## config.mk

```make
export PLATFORM = sky130hd
export DESIGN_NAME = uart_tx_frame_fsm_flat
export DESIGN_NICKNAME = d
export VERILOG_FILES = /design/src/rtl/uart_tx_frame_fsm_if.sv /design/src/rtl/uart_tx_frame_fsm.sv /design/src/flat_wrapper.sv
export SDC_FILE = /design/constraint.sdc
export NUM_CORES = 1
export LEC_CHECK = 0
export ABC_AREA = 1
export CELL_PAD_IN_SITES_DETAIL_PLACEMENT = 0
export CELL_PAD_IN_SITES_GLOBAL_PLACEMENT = 1
export CORE_MARGIN = 2
export CORE_UTILIZATION = 30
export CTS_BUF_LIST = sky130_fd_sc_hd__clkbuf_8
export DETAILED_ROUTE_END_ITERATION = 12
export GPL_TIMING_DRIVEN = 0
export PLACE_DENSITY_LB_ADDON = 0.1
export SYNTH_ARGS = -nofsm -noshare
export SYNTH_HDL_FRONTEND = slang
export SYNTH_SLANG_ARGS = --single-unit
```

## constraint.sdc

```tcl
create_clock -name clk -period 1.9 [get_ports clk]
set_input_delay 0.285 -clock clk [delete_from_list [all_inputs] [get_ports clk]]
set_output_delay 0.285 -clock clk [all_outputs]
set_load 0.005 [all_outputs]
```

## src/rtl/uart_tx_frame_fsm_if.sv

```systemverilog
// Handshake and line signals between the UART transmit front end
// (parity_calculator plus whoever requests a word) and the frame serializer.
interface uart_tx_frame_fsm_if #(
    parameter int DATA_WIDTH = 8
);
    logic                  data_valid;
    logic [DATA_WIDTH-1:0] parallel_data;
    logic                  parity_enable;
    logic                  parity_bit;
    logic                  serial_data;
    logic                  busy;

    // Requesting side: offers a word and its parity, watches the TX line
    modport master (
        output data_valid,
        output parallel_data,
        output parity_enable,
        output parity_bit,
        input  serial_data,
        input  busy
    );

    // Serializer side: consumes the request and drives the TX line
    modport slave (
        input  data_valid,
        input  parallel_data,
        input  parity_enable,
        input  parity_bit,
        output serial_data,
        output busy
    );
endinterface

```

## src/rtl/uart_tx_frame_fsm.sv

```systemverilog
// UART transmit frame controller: accepts a parallel word on a valid pulse
// and shifts out start bit, data bits LSB first, optional parity bit and
// STOP_BITS stop bits, one bit per clk cycle. The line idles high.
module uart_tx_frame_fsm #(
    parameter int DATA_WIDTH = 8,
    parameter int STOP_BITS  = 1
) (
    input logic                clk,
    input logic                reset,
    uart_tx_frame_fsm_if.slave bus
);

    localparam int CNT_W = (DATA_WIDTH > 1) ? $clog2(DATA_WIDTH) : 1;
    localparam logic [CNT_W-1:0] LAST_BIT  = CNT_W'(DATA_WIDTH - 1);
    localparam logic             LAST_STOP = (STOP_BITS == 2);

    localparam logic [2:0] IDLE   = 3'd0;
    localparam logic [2:0] START  = 3'd1;
    localparam logic [2:0] DATA   = 3'd2;
    localparam logic [2:0] PARITY = 3'd3;
    localparam logic [2:0] STOP   = 3'd4;

    logic [2:0]            state_q,          state_d;
    logic [DATA_WIDTH-1:0] shift_q,          shift_d;
    logic [CNT_W-1:0]      bit_cnt_q,        bit_cnt_d;
    logic                  stop_cnt_q,       stop_cnt_d;
    logic                  parity_hold_q,    parity_hold_d;
    logic                  parity_en_hold_q, parity_en_hold_d;
    logic                  serial_q,         serial_d;
    logic                  busy_q,           busy_d;

    // Next-state logic: each branch decides the bit to present in the coming cycle
    always_comb begin
        state_d          = state_q;
        shift_d          = shift_q;
        bit_cnt_d        = bit_cnt_q;
        stop_cnt_d       = stop_cnt_q;
        parity_hold_d    = parity_hold_q;
        parity_en_hold_d = parity_en_hold_q;
        serial_d         = serial_q;
        busy_d           = busy_q;

        case (state_q)
            IDLE: begin
                serial_d = 1'b1;
                busy_d   = 1'b0;
                if (bus.data_valid && !busy_q) begin
                    shift_d          = bus.parallel_data;
                    parity_en_hold_d = bus.parity_enable;
                    busy_d           = 1'b1;
                    serial_d         = 1'b0;
                    state_d          = START;
                end
            end

            START: begin
                parity_hold_d = bus.parity_bit;
                serial_d      = shift_q[0];
                shift_d       = shift_q >> 1;
                bit_cnt_d     = '0;
                state_d       = DATA;
            end

            DATA: begin
                if (bit_cnt_q == LAST_BIT) begin
                    if (parity_en_hold_q) begin
                        serial_d = parity_hold_q;
                        state_d  = PARITY;
                    end else begin
                        serial_d   = 1'b1;
                        stop_cnt_d = 1'b0;
                        state_d    = STOP;
                    end
                end else begin
                    serial_d  = shift_q[0];
                    shift_d   = shift_q >> 1;
                    bit_cnt_d = bit_cnt_q + 1'b1;
                end
            end

            PARITY: begin
                serial_d   = 1'b1;
                stop_cnt_d = 1'b0;
                state_d    = STOP;
            end

            STOP: begin
                serial_d = 1'b1;
                if (stop_cnt_q == LAST_STOP) begin
                    busy_d  = 1'b0;
                    state_d = IDLE;
                end else begin
                    stop_cnt_d = stop_cnt_q + 1'b1;
                end
            end

            default: begin
                serial_d = 1'b1;
                busy_d   = 1'b0;
                state_d  = IDLE;
            end
        endcase
    end

    // State registers; reset aborts any frame and returns the line high at once
    always_ff @(posedge clk) begin
        if (reset) begin
            state_q          <= IDLE;
            shift_q          <= '0;
            bit_cnt_q        <= '0;
            stop_cnt_q       <= 1'b0;
            parity_hold_q    <= 1'b0;
            parity_en_hold_q <= 1'b0;
            serial_q         <= 1'b1;
            busy_q           <= 1'b0;
        end else begin
            state_q          <= state_d;
            shift_q          <= shift_d;
            bit_cnt_q        <= bit_cnt_d;
            stop_cnt_q       <= stop_cnt_d;
            parity_hold_q    <= parity_hold_d;
            parity_en_hold_q <= parity_en_hold_d;
            serial_q         <= serial_d;
            busy_q           <= busy_d;
        end
    end

    assign bus.serial_data = serial_q;
    assign bus.busy        = busy_q;

endmodule

```

## src/flat_wrapper.sv

```systemverilog
// flat-port wrapper written by rule: the top's interface ports become plain ports
module uart_tx_frame_fsm_flat 
#(
    parameter int DATA_WIDTH = 8,
    parameter int STOP_BITS  = 1
)
  (clk, reset, bus_data_valid, bus_parallel_data, bus_parity_enable, bus_parity_bit, bus_serial_data, bus_busy);
  uart_tx_frame_fsm_if #(.DATA_WIDTH(DATA_WIDTH)) bus_i ();
  input logic clk;
  input logic reset;
  input wire logic [$bits(bus_i.data_valid)-1:0] bus_data_valid;
  input wire logic [$bits(bus_i.parallel_data)-1:0] bus_parallel_data;
  input wire logic [$bits(bus_i.parity_enable)-1:0] bus_parity_enable;
  input wire logic [$bits(bus_i.parity_bit)-1:0] bus_parity_bit;
  output wire logic [$bits(bus_i.serial_data)-1:0] bus_serial_data;
  output wire logic [$bits(bus_i.busy)-1:0] bus_busy;
  assign bus_i.data_valid = bus_data_valid;
  assign bus_i.parallel_data = bus_parallel_data;
  assign bus_i.parity_enable = bus_parity_enable;
  assign bus_i.parity_bit = bus_parity_bit;
  assign bus_serial_data = bus_i.serial_data;
  assign bus_busy = bus_i.busy;
  uart_tx_frame_fsm #(.DATA_WIDTH(DATA_WIDTH), .STOP_BITS(STOP_BITS)) u_core (.clk(clk), .reset(reset), .bus(bus_i));
endmodule
```

# After elaboration in Yosys (flattened, before gate mapping)
# Index checks and enable logic that the tools add are counted.
# totals
elab_cells	55
mem_bits_ro	0
out_inout_bits	2
mem_bits_rw	0
in_bits	13
latchBits	0
memories	0
reg_bits	19
# op_classes
n_eq_ne	10
shift	0
n_reduce_logical	13
n_bitwise	1
n_lt_le_gt_ge	0
addsub	2
n_mux	21
n_div	0
multipliers	0
# ops
operator	n
8-bit case mux with 3 select lines	1
8-bit 2-to-1 mux	2
3-bit 2-to-1 mux	5
3-bit case mux with 5 select lines	1
1-bit case mux with 3 select lines	3
3-bit AND reduction	3
1-bit 2-to-1 mux	8
3-bit by 2-bit equality test with 1-bit output (second input constant)	2
3-bit equality test (second input constant)	2
2-bit inequality test (second input constant)	3
3-bit case mux with 2 select lines	1
2-bit AND reduction	3
3-bit nonzero test	2
2-bit by 1-bit inequality test with 1-bit output (second input constant)	2
3-bit by 1-bit adder with 3-bit output (second input constant)	1
3-bit by 1-bit equality test with 1-bit output (second input constant)	1
3-bit logical NOT	1
3-bit OR reduction	1
2-bit nonzero test	1
1-bit adder (second input constant)	1
1-bit logical AND	1
1-bit logical NOT	1
1-bit inverter	1

# Depth between registers and ports, before layout
# depth
ltp_word	4
ltp_mapped	8
ltp_nobuf	8

# Least setup slack after synthesis
# Ideal clock, no wire load.
# synth_timing
path_type	flip-flop to flip-flop
from	register u_core.bit_cnt_q[0]
to	register u_core.shift_q[0]
synth_period_minus_slack_ns	1.336
setup_slack_ns	0.564
arrival_time_ns	1.223
path_stages_with_launch	8
setup_ns	0.113
t_required_ns	1.787
path_buffers	1
path_cell_list	dfxtp_1 ha_1 ha_1 nand3_2 nand3_2 buf_4 nor2_1 nor2_1
# synth_via
elab_chain_len	3
# synth_rtl
element	line_no	source
from (decl)	uart_tx_frame_fsm.sv:25	logic [CNT_W-1:0] bit_cnt_q, bit_cnt_d;
from (signal assigned)	uart_tx_frame_fsm.sv:119	bit_cnt_q <= bit_cnt_d;
3-bit equality test	uart_tx_frame_fsm.sv:65	if (bit_cnt_q == LAST_BIT) begin
2-bit inequality test (no line)	--	
3-bit AND reduction (no line)	--	
to (signal assigned)	uart_tx_frame_fsm.sv:118	shift_q <= shift_d;
to (decl)	uart_tx_frame_fsm.sv:24	logic [DATA_WIDTH-1:0] shift_q, shift_d;
# No other way between the ends.
# A chain may end at the register's enable or synchronous reset.

# Worst setup path after layout
# layout_timing
from	register u_core.bit_cnt_q[0]
to	register u_core.shift_q[2]
# The elaborated chain is that of the path after synthesis.

==> results.txt <==
Final Power - 1.99 mW
Residual antenna-violating net count after detailed routing - 0
Sequential area share after synthesis - 38.2%
Syn_area_per_cell - 6.37 um2
Dpl hpwl - 1560 um
Final instance area - 1180 um2
Vias per std cell - 4.25
Die ar. - 3610 um2
Synthesized Nets - 163
Clock Path Buffers - 2
Most frequent cells in the layout - nand2_1, nor2_1, inv_1, dfxtp_1, clkdlybuf4s50_1
Initial Util - 31.2%
Final GP Congestion - 0.761
CTS HTree Levels - 1
Crit end category - flop
Net switching power - 876 uW
Nets - 181
Worst Setup SP - u_core.bit_cnt_q[0]$_SDFFE_PP0P_
Synth top area share - 38.2%
Iteration-0 DRC Markers - 62
CP bufs+invs - 1
Fin Setup TNS - 0 ns
Top achievable clock speed - 651 MHz
Worst R2R Setup Slack - 0.36 ns
Post-CTS sizing - 0
GRT Util Overall - 14.1%
Max VDD drop - 0.425 mV
Vias in the first global route - 761
Fin cells - 209
Leading area contributor after synthesis - dfxtp_1
Post-Syn Instances - 148
Global-route wire length before repair - 3690 um
Hold Vio Cnt, Final - 0
Layout Utilization - 39.1%
Clock Sinks - 18
Crit share post-route - 80.8%
WS Path Type - flop to flop
CTS root buf - clkbuf_8
Main area contributors after synthesis - dfxtp_1, nand2_1, nor2_1
Flops & latches, synth - 18
CTS clock-pin slew for the worst setup and hold paths - 0.08 ns
CP top delay family - simple AND/OR/NAND/NOR gates
HP Class - input pin to flop
Max Cap Violations - 0
Row Count - 20
Hold_buf cts - 0
Hold Path Cell Cnt - 2
Hold Path Sink - u_core.bit_cnt_q[2]$_SDFFE_PP0P_
Worst R2R End - u_core.shift_q[2]$_SDFFE_PP0P_
FF-to-FF Start - u_core.bit_cnt_q[0]$_SDFFE_PP0P_
Routed WL per cell - 10.3 um
Worst Path Arrival - 1.70 ns
Number of distinct library cells after synthesis - 18
Shortest period the worst path allows - 1.54 ns
Worst Skew - 0.00233 ns
Max-slew violation count - 0
Sequential share of power - 33.6%
Cells along the critical path - ha_1 -> ha_1 -> nand3_2 -> nand3_2 -> buf_4 -> nor2_1 -> nor2_1
Count of buffers from port buffering - 13
Max FO, Critical Path - 10
Via count - 889
Share of cells above drive strength 1 - 8.48%
Post-CTS setup buffer count - 0
Endpoints failing setup - 0
Area Overhead vs Synth - 25.5%
Slowest CP cell - dfxtp_1
CTS Buf Count - 3
R2r worst-path depth - 7
I/O pin total - 15
Clock share of power - 16.5%
Slew margin rel. - 67.8%
Startpoint types - flop
Initial antenna violation count - 0
CTS tree - yes
CP max stage delay - 0.33 ns
DRC - 0
Diodes inserted - 0
Power share of the combinational group - 49.9%
Internal Pwr Total - 1.12 mW
GR Overflow Total - 0
Synth Cell Area - 943 um2
Core Region - 3030 um2
Worst-Margin Slew - 0.483 ns
Die X - 60.1 um
Synth warn - 0
Switching share of power - 43.9%
Status - finished clean
Hold Path Origin - reset
PwrDens - 1680 nW/um2
Die Ht - 60.1 um
Largest net degree at the start of global routing - 11
CP required - 2.06 ns
Total Wirelength - 2150 um
Most common cell after layout, fill and taps aside - nand2_1
Static leakage - 0.572 nW
Cells after DPL - 205
Post-place instance area - 1130 um2
Clk Latency, worst-skew pair - 0.26 ns
Unrepaired setup endpoints after global routing - false
First-pass DRT Iterations - 4
-- logic make-up (layout without fill, tap and decap cells) --
| group | after synthesis | count (layout) | share of synthesized area [%] |
|---|---|---|---|
| AOI/OAI and AO/OA | 9 | 9 | 4.77 |
| adders and majority gates | 2 | 2 | 2.65 |
| buffers and inverters | 23 | 40 | 9.68 |
| DFF | 18 | 18 | 38.2 |
| and+or+nand+nor | 96 | 96 | 44.7 |
-- worst register-to-register path: cells and delay by family, from the launching register on --
family	cells	cell delay (ns)
buffers and inverters	1	0.24
adder cells (fa/ha/maj)	2	0.43
flip-flops	1	0.33
AND/OR/NAND/NOR	4	0.45
-- worst max path at each step --
stage | end | slack (ns) | cells past startpoint
global placement | u_core.shift_q[0]$_SDFFE_PP0P_ | 0.29 | 7
floorplan | u_core.shift_q[0]$_SDFFE_PP0P_ | 0.56 | 7
CTS | u_core.shift_q[2]$_SDFFE_PP0P_ | 0.34 | 7
global route | u_core.shift_q[6]$_SDFFE_PP0P_ | 0.21 | 8
detailed placement | u_core.shift_q[0]$_SDFFE_PP0P_ | 0.26 | 7
finish | u_core.shift_q[2]$_SDFFE_PP0P_ | 0.36 | 7
-- flip-flops by register name, indices dropped and copies added (netlist names) --
register	flops
u_core.shift_q	8
u_core.bit_cnt_q	3
u_core.state_q	3
u_core.bus.busy	1
u_core.bus.serial_data	1
u_core.parity_en_hold_q	1
u_core.parity_hold_q	1
-- per-stage QoR --
| step | hold WS [ns] | setup WS (ns) |
|---|---|---|
| floorplan | 0.426 | 0.564 |
| global placement | 0.445 | 0.291 |
| detailed placement | 0.445 | 0.258 |
| CTS | 0.384 | 0.335 |
| global route | 0.400 | 0.208 |
| finish | 0.375 | 0.364 |
-- layer usage --
| layer | up-vias | part of all wire (%) | GRT usage (%) |
|---|---|---|---|
| met5 | - | 0 | 0 |
| li1 | 491 | - | - |
| met3 | 4 | 2.6 | 2.60 |
| met4 | 0 | 1.3 | 6.67 |
| met1 | 383 | 55 | 22.5 |
| met2 | 11 | 41 | 17.5 |
-- power groups by stage --
stage	sequential, mW	clock, mW	combinational [mW]
global route	0.689	0.361	1.20
finish	0.669	0.329	0.994
detailed placement	0.678	0	1.02
floorplan	0.652	0	0.773
CTS	0.670	0.342	1.02
global placement	0.675	0	0.996
-- area by class of cell --
type | instances | area [um2]
tap | 44 | 55.1
clock buffer | 4 | 55.1
inverter | 19 | 71.3
fill | 347 | 1840
timing repair buffer | 13 | 130
sequential | 18 | 360
multi-input combinational | 107 | 492
buffer | 4 | 20.0
-- synthesized netlist by cell type --
cell,instances
a21oi_1,5
buf_2,1
buf_4,1
clkbuf_1,2
dfxtp_1,18
ha_1,2
inv_1,18
inv_2,1
nand2_1,46
nand2_2,2
nand3_1,8
nand3_2,4
nand3b_1,2
nand4_1,1
nor2_1,29
nor2_4,1
nor3_1,3
o21ai_0,4
Power figures use the tool's default switching activity.
